File: src/rtl/mmu_ctx_loader.sv
// -----------------------------------------------------------------------------
// mmu_ctx_loader
//
// Loads an instruction-MMU context from memory into the MMU special registers.
// When a load is requested, the block reads 16 consecutive words starting at
// base_addr. Each word is written to SR address 0x0100+idx, with the upper
// nibble of the data cleared. Instruction fetch stays stalled until the table
// is consistent again.
//
// Optional feature (compile-time macro):
//   MMU_CTX_HIGH_OFF_EN  - also fetches a 17th word (idx 16, base+16). That
//                          word goes to SR 0x0110 and keeps only its low byte.
//
// Parameters:
//   TIMEOUT_CYCLES  number of FETCH cycles (1..255) to wait for i_mem_ack.
//                   If no ack arrives in that time, the load errors out.
//
// Ports:
//   i_clk, i_rst      clock; synchronous active-high reset
//   i_req             start a load (only looked at while idle)
//   i_base_addr       word address of the context block, captured with i_req
//   o_busy            high whenever not idle
//   o_done            one-cycle pulse when a load completes successfully
//   o_err             sticky error; cleared by the next accepted request
//   o_mem_req         memory read request
//   o_mem_addr        memory read word address
//   i_mem_ack         read data valid / request accepted
//   i_mem_data        read data
//   i_mem_err         bus error, qualified by i_mem_ack
//   o_sr_we           special-register write strobe
//   o_sr_addr         special-register address
//   o_sr_data         special-register data
//   o_fetch_stall     copy of o_busy; holds instruction fetch
//
// FSM states:
//   state   | meaning
//   IDLE    | waiting for i_req
//   FETCH   | memory read of entry idx outstanding, timeout running
//   WRITE   | SR write strobe for entry idx
//   DONE    | one-cycle completion pulse
//   ERR     | one-cycle error state; o_err stays set afterwards
// -----------------------------------------------------------------------------
module mmu_ctx_loader #(
    parameter int unsigned TIMEOUT_CYCLES = 255
) (
    input  logic        i_clk,
    input  logic        i_rst,
    input  logic        i_req,
    input  logic [23:0] i_base_addr,
    output logic        o_busy,
    output logic        o_done,
    output logic        o_err,
    output logic        o_mem_req,
    output logic [23:0] o_mem_addr,
    input  logic        i_mem_ack,
    input  logic [15:0] i_mem_data,
    input  logic        i_mem_err,
    output logic        o_sr_we,
    output logic [15:0] o_sr_addr,
    output logic [15:0] o_sr_data,
    output logic        o_fetch_stall
);

`ifdef MMU_CTX_HIGH_OFF_EN
    localparam logic [4:0] LAST_IDX = 5'd16;
`else
    localparam logic [4:0] LAST_IDX = 5'd15;
`endif

    // The timeout counter starts at 0 on FETCH entry. The FETCH cycle in which
    // the counter equals TIMEOUT_CYCLES-1 is the last one allowed.
    localparam logic [7:0] TMO_LAST = 8'(TIMEOUT_CYCLES - 1);

    typedef enum logic [2:0] {
        S_IDLE,
        S_FETCH,
        S_WRITE,
        S_DONE,
        S_ERR
    } state_t;

    state_t      state;
    logic [23:0] base;
    logic [4:0]  idx;
    logic [7:0]  tmo;

    // Entry 16 carries only the high-offset byte. Every other entry is a
    // 12-bit table field.
    function automatic logic [15:0] sr_format(input logic [4:0] i, input logic [15:0] w);
        if (i == 5'd16)
            return {8'h00, w[7:0]};
        else
            return {4'h0, w[11:0]};
    endfunction

    assign o_fetch_stall = o_busy;

    // All outputs are registered. Each transition assigns the output values
    // that belong to the state being entered. The o_sr_data register also
    // holds the word latched from memory.
    always_ff @(posedge i_clk) begin
        if (i_rst) begin
            state      <= S_IDLE;
            base       <= 24'h0;
            idx        <= 5'd0;
            tmo        <= 8'd0;
            o_busy     <= 1'b0;
            o_done     <= 1'b0;
            o_err      <= 1'b0;
            o_mem_req  <= 1'b0;
            o_mem_addr <= 24'h0;
            o_sr_we    <= 1'b0;
            o_sr_addr  <= 16'h0;
            o_sr_data  <= 16'h0;
        end else begin
            o_sr_we <= 1'b0;
            o_done  <= 1'b0;
            case (state)
                S_IDLE: begin
                    if (i_req) begin
                        base       <= i_base_addr;
                        idx        <= 5'd0;
                        tmo        <= 8'd0;
                        o_err      <= 1'b0;
                        o_busy     <= 1'b1;
                        o_mem_req  <= 1'b1;
                        o_mem_addr <= i_base_addr;
                        state      <= S_FETCH;
                    end
                end

                S_FETCH: begin
                    if (i_mem_ack) begin
                        o_mem_req <= 1'b0;
                        if (i_mem_err) begin
                            o_err <= 1'b1;
                            state <= S_ERR;
                        end else begin
                            o_sr_we   <= 1'b1;
                            o_sr_addr <= 16'h0100 + 16'(idx);
                            o_sr_data <= sr_format(idx, i_mem_data);
                            state     <= S_WRITE;
                        end
                    end else if (tmo == TMO_LAST) begin
                        o_mem_req <= 1'b0;
                        o_err     <= 1'b1;
                        state     <= S_ERR;
                    end else begin
                        tmo <= tmo + 8'd1;
                    end
                end

                S_WRITE: begin
                    idx <= idx + 5'd1;
                    if (idx == LAST_IDX) begin
                        o_done <= 1'b1;
                        state  <= S_DONE;
                    end else begin
                        tmo        <= 8'd0;
                        o_mem_req  <= 1'b1;
                        o_mem_addr <= base + 24'(idx) + 24'd1;
                        state      <= S_FETCH;
                    end
                end

                S_DONE, S_ERR: begin
                    o_busy <= 1'b0;
                    state  <= S_IDLE;
                end

                default: begin
                    o_busy    <= 1'b0;
                    o_mem_req <= 1'b0;
                    state     <= S_IDLE;
                end
            endcase
        end
    end

endmodule

File: config.mk
export PLATFORM = sky130hd
export DESIGN_NAME = mmu_ctx_loader
export DESIGN_NICKNAME = d
export VERILOG_FILES = /design/src/rtl/mmu_ctx_loader.sv
export SDC_FILE = /design/constraint.sdc
export NUM_CORES = 1
export LEC_CHECK = 0
export CAP_MARGIN = 5
export CORE_MARGIN = 3
export CORE_UTILIZATION = 49
export DETAILED_ROUTE_END_ITERATION = 8
export PLACE_DENSITY_LB_ADDON = 0.25
export SYNTH_ARGS = -nofsm -noshare
export SYNTH_HDL_FRONTEND = slang
export SYNTH_SLANG_ARGS = --single-unit
File: constraint.sdc
create_clock -name i_clk -period 2.72 [get_ports i_clk]
set_clock_uncertainty 0.15 [all_clocks]
set_input_delay 0.272 -clock i_clk [delete_from_list [all_inputs] [get_ports i_clk]]
set_output_delay 0.272 -clock i_clk [all_outputs]
set_load 0.05 [all_outputs]
==> results of run 1 <==
## power groups by stage
| stage | registers (uW) | clock network (uW) | logic (uW) |
|---|---|---|---|
| after CTS | 1400 | 1100 | 597 |
| after global placement | 1420 | 0 | 587 |
| after detailed placement | 1430 | 0 | 595 |
| after global routing | 1410 | 1160 | 636 |
| after floorplan | 1550 | 0 | 266 |
| final | 1400 | 1080 | 597 |
## sequential cells by signal (all words and copies together), names as in the netlist
signal	flops
o_done	1
o_sr_we	1
idx	5
o_sr_addr	6
o_err	1
tmo	8
o_mem_req	1
base	24
o_mem_addr	24
state	3
o_sr_data	12
o_busy	1
## stage by stage
step | utilization, % | setup slack, ns | std cells | hold WS (ns)
after floorplan | - | 0.346 | 501 | 0.248
after global placement | 63.4 | 0.142 | 664 | 0.290
after detailed placement | 63.4 | 0.0595 | 664 | 0.297
after CTS | 66.5 | 0.0542 | 680 | 0.149
after global routing | 66.8 | 0.0446 | 681 | 0.155
final | 66.8 | 0.191 | 681 | 0.162
## layout by cell type (no fill, tap or decap), types with 4 or more instances in the layout
cell type and n:
nor2_1 43, dfxtp_1 87, buf_4 11, nand4_1 8, inv_1 7, o21ai_0 8, conb_1 14, a211oi_1 4
a22oi_1 5, a22o_1 4, nand2b_1 4, clkbuf_8 10, a21oi_1 55, o22ai_1 4, nor3_1 12, xnor2_1 9
or3_1 6, nand3_1 8, ha_1 10, clkdlybuf4s50_1 87, nand2_1 104, xor2_1 19
## routing by layer
metal	track usage, %	routed length [um]	up-vias
met5	0	0	-
met4	4.75	76	0
met3	5.34	548	7
met2	35.2	4900	102
met1	27.2	4420	1693
li1	-	-	1818
## cell type report
class,count,area share [%]
clock buffer,10,2.61
multi-input combinational,368,40.4
clock inverter,6,2.04
timing repair buffer,101,19.0
sequential,87,33.1
tap,102,2.42
inverter,7,0.499
## how the worst min path moves through the flow
stage | startpoint | end | slack (ns) | depth (start not counted)
finish | i_rst | tmo[1] | 0.16 | 2
detailed placement | o_sr_data[4] | o_sr_data[4] | 0.30 | 2
global route | i_rst | idx[1] | 0.15 | 2
global placement | o_mem_addr[2] | o_mem_addr[2] | 0.29 | 2
floorplan | i_mem_data[10] | o_sr_data[10] | 0.25 | 1
CTS | i_rst | idx[1] | 0.15 | 2
## timing repair
action / CTS / global route
setup buffers: 0 / 1
resized for setup: 0 / 2
setup endpoints to repair: 0 / 3
hold buffers: 0 / 0
## cells by family after synthesis
| group | share of synthesized area, % |
|---|---|
| multiplexers | 0.247 |
| flip-flops | 43.0 |
| AO/OA/AOI/OAI | 16.9 |
| other | 0.0926 |
| XOR/XNOR | 6.06 |
| buffers and inverters | 5.93 |
| AND/OR/NAND/NOR | 24.2 |
| adder cells (fa/ha/maj) | 3.58 |
==> out/summary.md, run 1 <==
The flow ran to the end, and the final reports show no timing, DRC or antenna violations. Summed over all failing endpoints, the final setup total negative slack is 0 ns. Across the run, the number of max-cap violations was 0. The count of yosys warnings during synthesis is 0. The end of the worst register-to-register path was o_mem_addr[18]. In this run the cell area of the synthesized design comes to 0.00405 mm2. The share of synthesized area in the top cell type comes to 43.0%. For this block, the via count after detailed routing is 3620. Clock tree synthesis found a total of 87 sinks. The synthesized netlist contains 56 unique library cells. Synthesis produced a netlist whose cell count is 488. For the post-DP HPWL, the log shows 7020 um.

Number of global-route vias before repair: 3411. For the first-pass GRT wire length, the log shows 16400 um. The startpoint identified for the worst register-to-register timing path is idx[0]. The count of nets left with antenna violations once routing finished came out at 0. In the routed layout, each cell is associated on average with a via count of 5.32.

The top-level I/O count is 107, and the data required time of the critical path is 2.83 ns. The run gives 19.4% as the proportion of power drawn by combinational gates. In the finished design, the share of the clock period the worst path needs comes to 93.0%. The most used cell along the critical path is inv_1. The maximum clock insertion buffer count was 2. In the post-synthesis netlist, the biggest area contributors are dfxtp_1, nand2_1, a21oi_1, xor2_1, nor2_1.

Among all cell types in the netlist, the one instantiated most often is nand2_1. Setup repair after global routing left no endpoint under its margin. The fraction of registers with async set/reset is 0%.

The largest fanout on the critical path was 5. The count of buffering cells on the critical path with inverters included was 3. The final count of pins violating max slew came out at 0.

After detailed routing, the average wire length per cell comes to 14.6 um. The tools report the sort of element at the start of the critical path as a flop. Cell type group with the largest total delay on the critical path: compound AO/OA/AOI/OAI gates. At the pin with the least slew margin, the transition time is 0.537 ns.

After synthesis, the most frequently instantiated cells are nand2_1, dfxtp_1, a21oi_1. During placement, the flow inserted port buffers numbering 88. The clock transition at the register clock pins on the worst setup and hold paths after CTS was 0.09 ns; the portion of the post-synthesis area used by sequential elements was 43.0%.

On the worst path, the slowest cell contributes a delay of 0.38 ns. Counting flops with a built-in enable in the synthesized netlist gives 0. Total clock buffers created by CTS: 9. The length in cells of the worst reg-to-reg path is 11. The switching power total came out at 887 uW.

The critical path crosses 11 cells after its start point. Summed over all cells, the static leakage comes to 0.00190 uW. TritonCTS built the clock tree. The clock network fraction of design power was 35.2%. The routed design has 9940 um of wire. The largest area contributor in the synthesized netlist was dfxtp_1. The initialized floorplan defines 32 standard-cell rows.

The horizontal extent of the die is 96.9 um. Traced cell by cell, the critical path runs through inv_1 > ha_1 > inv_1 > fa_2 > a211o_1 > a21oi_4 > buf_4 > nor4_1 > xor2_1 > nor2_1 > o32ai_1. The H-tree generated during clock tree synthesis spans 3 levels. Counting flops and latches in the post-synthesis netlist gives 87. The worst register-to-register path has a setup slack of 0.19 ns. The starting density of the core was 51.3%; the critical path data arrival time was 2.64 ns.

The fraction of final layout cells sized beyond drive strength 1 came out at 8.64%. The placeable core area is 0.00789 mm2, and the number of fill cells is 647. In this run the mean area of a mapped cell was 8.30 um2.

At the end of routability-driven placement, the weighted congestion stood at 0.814. The total power density per cell area works out to 585 mW/mm2. The die area was 0.00939 mm2. The height of the die works out to 96.9 um.

The count of antenna diodes in the layout was 0. Based on the critical path, the design can be clocked at up to 395 MHz. Entering global routing, the biggest net connects 51 pins. The logs give 0.00213 mm2 for the area taken by multi-input logic gates and 64.1% for the worst max-slew margin expressed relative to the limit.

Overall power consumption after layout is estimated at 3080 uW. Summing all non-filler instances in the final layout gives an area of 0.00527 mm2. For this run, design rule violations remaining after detail routing come to 0. The minimum period implied by the final worst setup slack was 2.53 ns; the signed area change from the synthesized netlist to the final layout was 30.0%. The tools report the worst ir drop on vdd as 400 uV.

The slowest cell on the critical path was dfxtp_1. The initial antenna violation count came out at 0. Predominant post-synthesis flop cell: dfxtp_1.

The worst setup path is of the reg2reg kind. The logs give 0 for the hold violation total from the final report and 0.00500 mm2 for the instance area after placement. The first detailed-routing pass ran for 7 iterations. The switching power as a share of total power was 28.8%; the count of final setup violators was 0.

Global routing finished with a remaining overflow of 0. The root buffer cell chosen for the clock tree is clkbuf_8. The net count of the finished layout is 630. The run gives 219 as the number of violations reported at the end of detailed-routing iteration 0. The tools report the critical path endpoint as o_mem_addr[18]. Tracing the worst setup path back leads to its startpoint at idx[0]. The design internal power is 2190 uW, and the power share of the sequential group is 45.4%.

The kind of end point of the critical path is a flop. The type of the worst min-delay path is in2reg. Clock latency of the later-clocked register in the worst-skew pair: 0.35 ns.

The logs give 21.0% for the overall global routing resource usage and 0.00174 mm2 for the sequential cell area.
No activity file was read; power rests on OpenSTA's default activity.
==> run 2: changes to the inputs <==
--- a/config.mk
+++ b/config.mk
@@ -8,6 +8,7 @@
 export CAP_MARGIN = 5
 export CORE_MARGIN = 3
 export CORE_UTILIZATION = 49
+export CTS_CLUSTER_DIAMETER = 120
 export DETAILED_ROUTE_END_ITERATION = 8
 export PLACE_DENSITY_LB_ADDON = 0.25
 export SYNTH_ARGS = -nofsm -noshare
==> results of run 2 <==
Final layout, timing and power as in run 1 (identical DEF).
